===== config.mk =====
export PLATFORM = sky130hd
export DESIGN_NAME = uart_rx
export DESIGN_NICKNAME = d
export VERILOG_FILES = /design/src/rtl/uart_pkg.sv /design/src/rtl/uart_rx_sampler.sv /design/src/rtl/uart_rx.sv
export SDC_FILE = /design/constraint.sdc
export NUM_CORES = 1
export LEC_CHECK = 0
export CELL_PAD_IN_SITES_DETAIL_PLACEMENT = 0
export CELL_PAD_IN_SITES_GLOBAL_PLACEMENT = 1
export CORE_ASPECT_RATIO = 0.6
export CORE_MARGIN = 2
export CORE_UTILIZATION = 49
export DETAILED_ROUTE_END_ITERATION = 10
export PLACE_DENSITY = 0.93
export SLEW_MARGIN = 30
export SYNTH_ARGS = -nofsm -noshare
export SYNTH_HDL_FRONTEND = slang
export SYNTH_SLANG_ARGS = --single-unit

===== constraint.sdc =====
create_clock -name clk -period 5.1 [get_ports clk]
set_clock_uncertainty 0.15 [all_clocks]
set_input_delay 0.765 -clock clk [delete_from_list [all_inputs] [get_ports clk]]
set_output_delay 0.765 -clock clk [all_outputs]
set_load 0.02 [all_outputs]

===== src/rtl/uart_pkg.sv =====
// Shared UART definitions: FSM state encodings common to the RX and TX paths,
// parity-type constants and small combinational helpers.
package uart_pkg;

  localparam logic [2:0] IDLE   = 3'b000;
  localparam logic [2:0] START  = 3'b001;
  localparam logic [2:0] DATA   = 3'b010;
  localparam logic [2:0] PARITY = 3'b011;
  localparam logic [2:0] STOP   = 3'b100;

  localparam logic PAR_EVEN = 1'b0;
  localparam logic PAR_ODD  = 1'b1;

  typedef enum logic [2:0] {
    ST_IDLE   = IDLE,
    ST_START  = START,
    ST_DATA   = DATA,
    ST_PARITY = PARITY,
    ST_STOP   = STOP
  } rx_state_e;

  function automatic logic majority3(input logic a, input logic b, input logic c);
    return (a & b) | (a & c) | (b & c);
  endfunction

endpackage


===== src/rtl/uart_rx_sampler.sv =====
// Per-bit edge counter with a 3-point majority sampler around mid-bit and a
// bit_end strobe on the last clock of each bit.
module uart_rx_sampler
  import uart_pkg::*;
(
  input  logic       clk,
  input  logic       RST,
  input  logic       run,
  input  logic       rx_in,
  input  logic [5:0] prescale,
  output logic       sampled_bit,
  output logic       bit_end
);

  logic [5:0] edge_cnt_r;
  logic [5:0] half_s;
  logic       samp0_r;
  logic       samp1_r;
  logic       sampled_bit_r;

  assign half_s      = {1'b0, prescale[5:1]};
  assign bit_end     = run && (edge_cnt_r == (prescale - 6'd1));
  assign sampled_bit = sampled_bit_r;

  // Edge counter: held at zero while idle, wraps at the end of every bit.
  always_ff @(posedge clk or negedge RST) begin
    if (!RST) begin
      edge_cnt_r <= 6'd0;
    end else if (!run || bit_end) begin
      edge_cnt_r <= 6'd0;
    end else begin
      edge_cnt_r <= edge_cnt_r + 6'd1;
    end
  end

  // Capture the first two mid-bit samples; the vote lands on the third.
  always_ff @(posedge clk or negedge RST) begin
    if (!RST) begin
      samp0_r       <= 1'b0;
      samp1_r       <= 1'b0;
      sampled_bit_r <= 1'b0;
    end else begin
      if (edge_cnt_r == (half_s - 6'd1)) samp0_r <= rx_in;
      if (edge_cnt_r == half_s)          samp1_r <= rx_in;
      if (edge_cnt_r == (half_s + 6'd1)) sampled_bit_r <= majority3(samp0_r, samp1_r, rx_in);
    end
  end

endmodule


===== src/rtl/uart_rx.sv =====
// UART receiver: frame FSM, LSB-first deserializer, parity and stop checks,
// with registered result strobes.
module uart_rx
  import uart_pkg::*;
#(
  parameter int DATA_WIDTH = 8
) (
  input  logic                  clk,
  input  logic                  RST,
  input  logic                  RX_IN,
  input  logic [5:0]            Prescale,
  input  logic                  PAR_EN,
  input  logic                  PAR_TYP,
  output logic [DATA_WIDTH-1:0] P_DATA,
  output logic                  Data_Valid,
  output logic                  parity_error,
  output logic                  stop_error
);

  localparam int BW = (DATA_WIDTH > 1) ? $clog2(DATA_WIDTH) : 1;
  localparam logic [BW-1:0] LAST_BIT = BW'(DATA_WIDTH - 1);

  rx_state_e             state_r, state_next_s;
  logic [BW-1:0]         bit_cnt_r;
  logic [DATA_WIDTH-1:0] shift_r;
  logic [DATA_WIDTH-1:0] p_data_r;
  logic                  par_en_r, par_typ_r, par_mis_r;
  logic                  data_valid_r, parity_error_r, stop_error_r;
  logic                  run_s, sampled_s, bit_end_s, start_det_s;

  function automatic logic expected_parity(input logic [DATA_WIDTH-1:0] d, input logic typ);
    return (^d) ^ (typ == PAR_ODD);
  endfunction

  assign start_det_s = (state_r == ST_IDLE) && !RX_IN;
  assign run_s       = (state_r != ST_IDLE) || !RX_IN;

  uart_rx_sampler u_sampler (
    .clk         (clk),
    .RST         (RST),
    .run         (run_s),
    .rx_in       (RX_IN),
    .prescale    (Prescale),
    .sampled_bit (sampled_s),
    .bit_end     (bit_end_s)
  );

  // FSM state register.
  always_ff @(posedge clk or negedge RST) begin
    if (!RST) state_r <= ST_IDLE;
    else      state_r <= state_next_s;
  end

  // Next-state decode; transitions happen only on bit boundaries after START.
  always_comb begin
    state_next_s = state_r;
    case (state_r)
      ST_IDLE:   if (!RX_IN) state_next_s = ST_START; else state_next_s = ST_IDLE;
      ST_START:  if (bit_end_s) state_next_s = sampled_s ? ST_IDLE : ST_DATA;
                 else state_next_s = ST_START;
      ST_DATA:   if (bit_end_s && (bit_cnt_r == LAST_BIT))
                   state_next_s = par_en_r ? ST_PARITY : ST_STOP;
                 else state_next_s = ST_DATA;
      ST_PARITY: if (bit_end_s) state_next_s = ST_STOP; else state_next_s = ST_PARITY;
      ST_STOP:   if (bit_end_s) state_next_s = ST_IDLE; else state_next_s = ST_STOP;
      default:   state_next_s = ST_IDLE;
    endcase
  end

  // Deserializer, parity tracking and frame result strobes.
  always_ff @(posedge clk or negedge RST) begin
    if (!RST) begin
      bit_cnt_r      <= '0;
      shift_r        <= '0;
      p_data_r       <= '0;
      par_en_r       <= 1'b0;
      par_typ_r      <= 1'b0;
      par_mis_r      <= 1'b0;
      data_valid_r   <= 1'b0;
      parity_error_r <= 1'b0;
      stop_error_r   <= 1'b0;
    end else begin
      data_valid_r   <= 1'b0;
      parity_error_r <= 1'b0;
      stop_error_r   <= 1'b0;
      if (start_det_s) begin
        par_en_r  <= PAR_EN;
        par_typ_r <= PAR_TYP;
        par_mis_r <= 1'b0;
        bit_cnt_r <= '0;
      end
      if (bit_end_s) begin
        case (state_r)
          ST_DATA: begin
            shift_r   <= {sampled_s, shift_r[DATA_WIDTH-1:1]};
            bit_cnt_r <= (bit_cnt_r == LAST_BIT) ? '0 : bit_cnt_r + BW'(1);
          end
          ST_PARITY: par_mis_r <= (expected_parity(shift_r, par_typ_r) != sampled_s);
          ST_STOP: begin
            data_valid_r   <= !par_mis_r && sampled_s;
            parity_error_r <= par_mis_r;
            stop_error_r   <= !sampled_s;
            if (!par_mis_r && sampled_s) p_data_r <= shift_r;
          end
          default: ;
        endcase
      end
    end
  end

  assign P_DATA       = p_data_r;
  assign Data_Valid   = data_valid_r;
  assign parity_error = parity_error_r;
  assign stop_error   = stop_error_r;

endmodule


==> impl_metrics.xml <==
<?xml version="1.0" encoding="UTF-8"?>
<metrics>
  <group name="yosys">
    <metric name="post_synth_num_cell_types" unit="">46</metric>
    <metric name="synth_edf_count" unit="">0</metric>
    <metric name="yosysWarningCount" unit="">0</metric>
    <metric name="syn-instance-count" unit="">192</metric>
    <metric name="ys.flop_type" unit="">sky130_fd_sc_hd__dfrtp_1</metric>
    <metric name="synth-async-reset-ratio" unit="">1.00</metric>
    <metric name="mappedNetlistNets" unit="">210</metric>
    <metric name="post_synth.cell_area_avg" unit="um^2">11.5</metric>
    <metric name="post-synth-top-area-cell" unit="">sky130_fd_sc_hd__dfrtp_1</metric>
    <metric name="ys_seq_area_frac" unit="">0.420</metric>
    <metric name="ys_top_cells_by_area" unit="">sky130_fd_sc_hd__dfrtp_1 42%, sky130_fd_sc_hd__xnor2_1 8.3%, sky130_fd_sc_hd__mux2_2 7.2%</metric>
    <metric name="synth_area" unit="um^2">2200</metric>
    <metric name="ys_ff_latch" unit="">37</metric>
    <metric name="post-synth-top-area-fraction" unit="">0.420</metric>
  </group>
  <group name="setup_path">
    <metric name="crit_path_end_kind" unit="">register</metric>
    <metric name="worstSetupStartpoint" unit="">Prescale[2]</metric>
    <metric name="critical-path-max-stage-delay" unit="ns">0.61</metric>
    <metric name="timing.rr.start" unit="">u_sampler.edge_cnt_r[2]</metric>
    <metric name="cp-start-kind" unit="">input port</metric>
    <metric name="path_class" unit="">input port to register</metric>
    <metric name="required" unit="ns">5.13</metric>
    <metric name="cp_slowest_cell" unit="">sky130_fd_sc_hd__clkdlybuf4s50_1</metric>
    <metric name="cp_cell_sequence" unit="">clkdlybuf4s50_1 -&gt; inv_1 -&gt; ha_1 -&gt; nor3b_4 -&gt; a21o_2 -&gt; a2111oi_4 -&gt; nand4b_2 -&gt; mux2_4</metric>
    <metric name="timing.critical_path.arrival" unit="ns">3.68</metric>
    <metric name="path_max_fanout" unit="">11</metric>
  </group>
  <group name="floorplan">
    <metric name="fp.coreArea" unit="um^2">4210</metric>
    <metric name="floorplan.die.height" unit="um">55.9</metric>
    <metric name="floorplan.rows" unit="">18</metric>
    <metric name="die_area" unit="um^2">5070</metric>
    <metric name="effective_utilization_at_floorplan" unit="">0.523</metric>
    <metric name="die_width" unit="um">90.6</metric>
    <metric name="io_pins" unit="">22</metric>
  </group>
  <group name="sta">
    <metric name="share_of_the_clock_period_used_by_the_worst_path" unit="">0.716</metric>
    <metric name="total_setup_violations_reported_at_the_end_of_the_flow" unit="">0</metric>
    <metric name="timing_hold_violations_final" unit="">0</metric>
    <metric name="tns" unit="ns">0</metric>
    <metric name="rsz0062_at_grt" unit="">no</metric>
    <metric name="max_slew_margin" unit="">0.471</metric>
    <metric name="max_slew.worst_pin.slew" unit="ns">0.793</metric>
    <metric name="peak_freq" unit="MHz">274</metric>
    <metric name="timing_max_transition_violations_final" unit="">0</metric>
    <metric name="finalCriticalPeriod" unit="ns">3.65</metric>
  </group>
  <group name="placement">
    <metric name="dpl_cell_area" unit="um^2">2440</metric>
    <metric name="dpl.cell_count" unit="">267</metric>
    <metric name="post-dp-hpwl" unit="mm">3.15</metric>
    <metric name="io_buffers" unit="">21</metric>
    <metric name="gpl.final_weighted_congestion" unit="">0.848</metric>
  </group>
  <group name="clock_tree">
    <metric name="tritoncts_clock_tree" unit="">yes</metric>
    <metric name="cts.htree.levels" unit="">2</metric>
    <metric name="post_cts_hold_buffer_count" unit="">0</metric>
    <metric name="cts_root_buf" unit="">sky130_fd_sc_hd__clkbuf_8</metric>
    <metric name="cts.repair_timing.setup_buffer_count" unit="">0</metric>
    <metric name="max-clock-path-buffers" unit="">2</metric>
    <metric name="cts-buffers-inserted" unit="">5</metric>
    <metric name="clock_sink_count" unit="">37</metric>
    <metric name="worstSkewPairLatency" unit="ns">0.29</metric>
    <metric name="clk_transition_reported_paths" unit="ns">0.07</metric>
    <metric name="cts-resized-gates" unit="">0</metric>
  </group>
  <group name="route">
    <metric name="vias" unit="">1470</metric>
    <metric name="wl_per_cell" unit="um">15.5</metric>
    <metric name="detailed_routing_iteration_count_for_the_pre_antenna_repair_pass" unit="">4</metric>
    <metric name="wl_met1" unit="mm">2.39</metric>
    <metric name="finalWirelength" unit="mm">4.25</metric>
    <metric name="wl_met3" unit="um">215</metric>
    <metric name="drt_iter0_drc" unit="">116</metric>
    <metric name="met2WireLength" unit="mm">1.63</metric>
    <metric name="drt_drc_violations_left" unit="">0</metric>
    <metric name="route.antenna.remaining_nets" unit="">0</metric>
    <metric name="maxUsedRoutingLayer" unit="">met4</metric>
    <metric name="avgViaCountPerCell" unit="">5.36</metric>
  </group>
  <group name="power_and_ir_drop">
    <metric name="power.ir.vdd_worst" unit="mV">0.151</metric>
    <metric name="total_power" unit="uW">983</metric>
    <metric name="total_leakage_power" unit="nW">1.17</metric>
    <metric name="power_density_cells" unit="nW/um^2">390</metric>
  </group>
  <group name="worst_hold_path">
    <metric name="hold_start" unit="">P_DATA[1]</metric>
    <metric name="timing.hold.worst.class" unit="">register to register</metric>
  </group>
  <group name="flow_run">
    <metric name="timing.max_cap.violations" unit="">0</metric>
  </group>
  <group name="global_route">
    <metric name="grtUsageTotal" unit="">0.182</metric>
    <metric name="antenna_found_initial" unit="">0</metric>
    <metric name="gr-total-overflow" unit="">0</metric>
    <metric name="grt_start_max_net_pins" unit="">38</metric>
    <metric name="grt_pass1_wl" unit="mm">7.14</metric>
    <metric name="vias_in_the_first_global_route" unit="">1398</metric>
  </group>
  <group name="layout">
    <metric name="final_design_area_no_fill" unit="um^2">2520</metric>
    <metric name="multi_input_comb_area" unit="um^2">1180</metric>
    <metric name="instances_no_fill" unit="">274</metric>
    <metric name="fin_util" unit="">0.599</metric>
    <metric name="post_route_cells_drive_above_1_share" unit="">0.187</metric>
    <metric name="final.fill_count" unit="">388</metric>
    <metric name="layout.area.seq" unit="um^2">926</metric>
    <metric name="areaGrowthSynthToFinish" unit="%">14.5</metric>
    <metric name="antenna_cells" unit="">0</metric>
    <metric name="layout.nets" unit="">232</metric>
  </group>
  <group name="run_status">
    <metric name="run_status" unit="">completed</metric>
  </group>
</metrics>
-- final cells by class --
cell class,count,share of cell area
inverters,10,0.0149
multi-input cells,138,0.470
repair buffers,22,0.0843
well taps,60,0.0298
clock buffers,7,0.0342
flip-flops and latches,37,0.367
-- logic make-up after synthesis --
kind of cell,share of synthesized area
and+or+nand+nor,0.137
DFF,0.420
xor gates and xnor gates,0.127
muxes,0.142
AOI/OAI and AO/OA,0.0875
buffers and inverters,0.0420
adders and majority gates,0.0443
-- where the power goes --
group | leakage [nW] | total, mW | internal, mW | switching (mW)
Combinational | 0.631 | 0.345 | 0.168 | 0.178
Clock | 0.0443 | 0.204 | 0.107 | 0.0968
Sequential | 0.492 | 0.434 | 0.347 | 0.0870
Total | 1.17 | 0.983 | 0.622 | 0.361
-- stage by stage --
step                setup slack (ns)  hold slack (ns)
floorplan                       2.26            0.319
global placement                1.25            0.337
detailed placement              1.16            0.347
CTS                             1.47            0.362
global route                    1.29            0.374
finish                          1.45            0.359
-- critical path, delay by kind of cell --
| kind | cells | cell delay, ns |
|---|---|---|
| mux | 1 | 0.46 |
| fa+ha+maj | 1 | 0.25 |
| buf+inv | 2 | 0.73 |
| compound gates | 2 | 0.75 |
| simple gates | 2 | 0.70 |
-- placed cells by master, fill, tap and decap left out, types with 2 or more instances in the layout --
cell	n
sky130_fd_sc_hd__a21oi_1	2
sky130_fd_sc_hd__inv_1	10
sky130_fd_sc_hd__xnor2_1	21
sky130_fd_sc_hd__a211oi_1	7
sky130_fd_sc_hd__xor2_1	9
sky130_fd_sc_hd__nand2_1	10
sky130_fd_sc_hd__o21bai_1	2
sky130_fd_sc_hd__nand2b_1	2
sky130_fd_sc_hd__clkdlybuf4s50_1	20
sky130_fd_sc_hd__o22ai_1	2
sky130_fd_sc_hd__clkbuf_8	6
sky130_fd_sc_hd__nand3_1	4
sky130_fd_sc_hd__nand4_1	5
sky130_fd_sc_hd__ha_1	7
sky130_fd_sc_hd__dfrtp_1	37
sky130_fd_sc_hd__nor2_1	6
sky130_fd_sc_hd__mux2i_1	5
sky130_fd_sc_hd__mux2_2	14
sky130_fd_sc_hd__nor3_1	5
sky130_fd_sc_hd__mux2_4	7
sky130_fd_sc_hd__and3_1	7
-- path summary, 6_finish.rpt --
path / endpoint / slack, ns / cells after the start
hold / removal: P_DATA[1] / 0.36 / 1
max in group asynchronous: parity_error / 3.89 / 1
min in group asynchronous: P_DATA[5] / 0.40 / 1
hold reg to reg: P_DATA[1] / 0.36 / 1
setup reg to reg: shift_r[6] / 2.38 / 5
setup / recovery: shift_r[6] / 1.45 / 8
-- cell usage after synthesis (all sizes together), types with 5 or more instances --
cell	number
a211oi	7
and3	7
buf	6
dfrtp	37
ha	7
inv	10
mux2	21
mux2i	5
nand2	10
nand3	5
nand4	6
nor2	6
nor3	5
xnor2	21
xor2	10
-- registers in the layout (all words and copies together), names as in the netlist --
| register | flops |
|---|---|
| state_r | 3 |
| par_typ_r | 1 |
| u_sampler.samp1_r | 1 |
| stop_error | 1 |
| Data_Valid | 1 |
| par_mis_r | 1 |
| par_en_r | 1 |
| u_sampler.samp0_r | 1 |
| bit_cnt_r | 3 |
| P_DATA | 8 |
| parity_error | 1 |
| shift_r | 8 |
| u_sampler.sampled_bit | 1 |
| u_sampler.edge_cnt_r | 6 |
-- layer usage --
metal,track usage,up-vias
met5,0,-
met4,0.0505,0
met3,0.0596,2
met2,0.227,41
met1,0.291,707
li1,-,720
(Power assumes the default switching activity.)
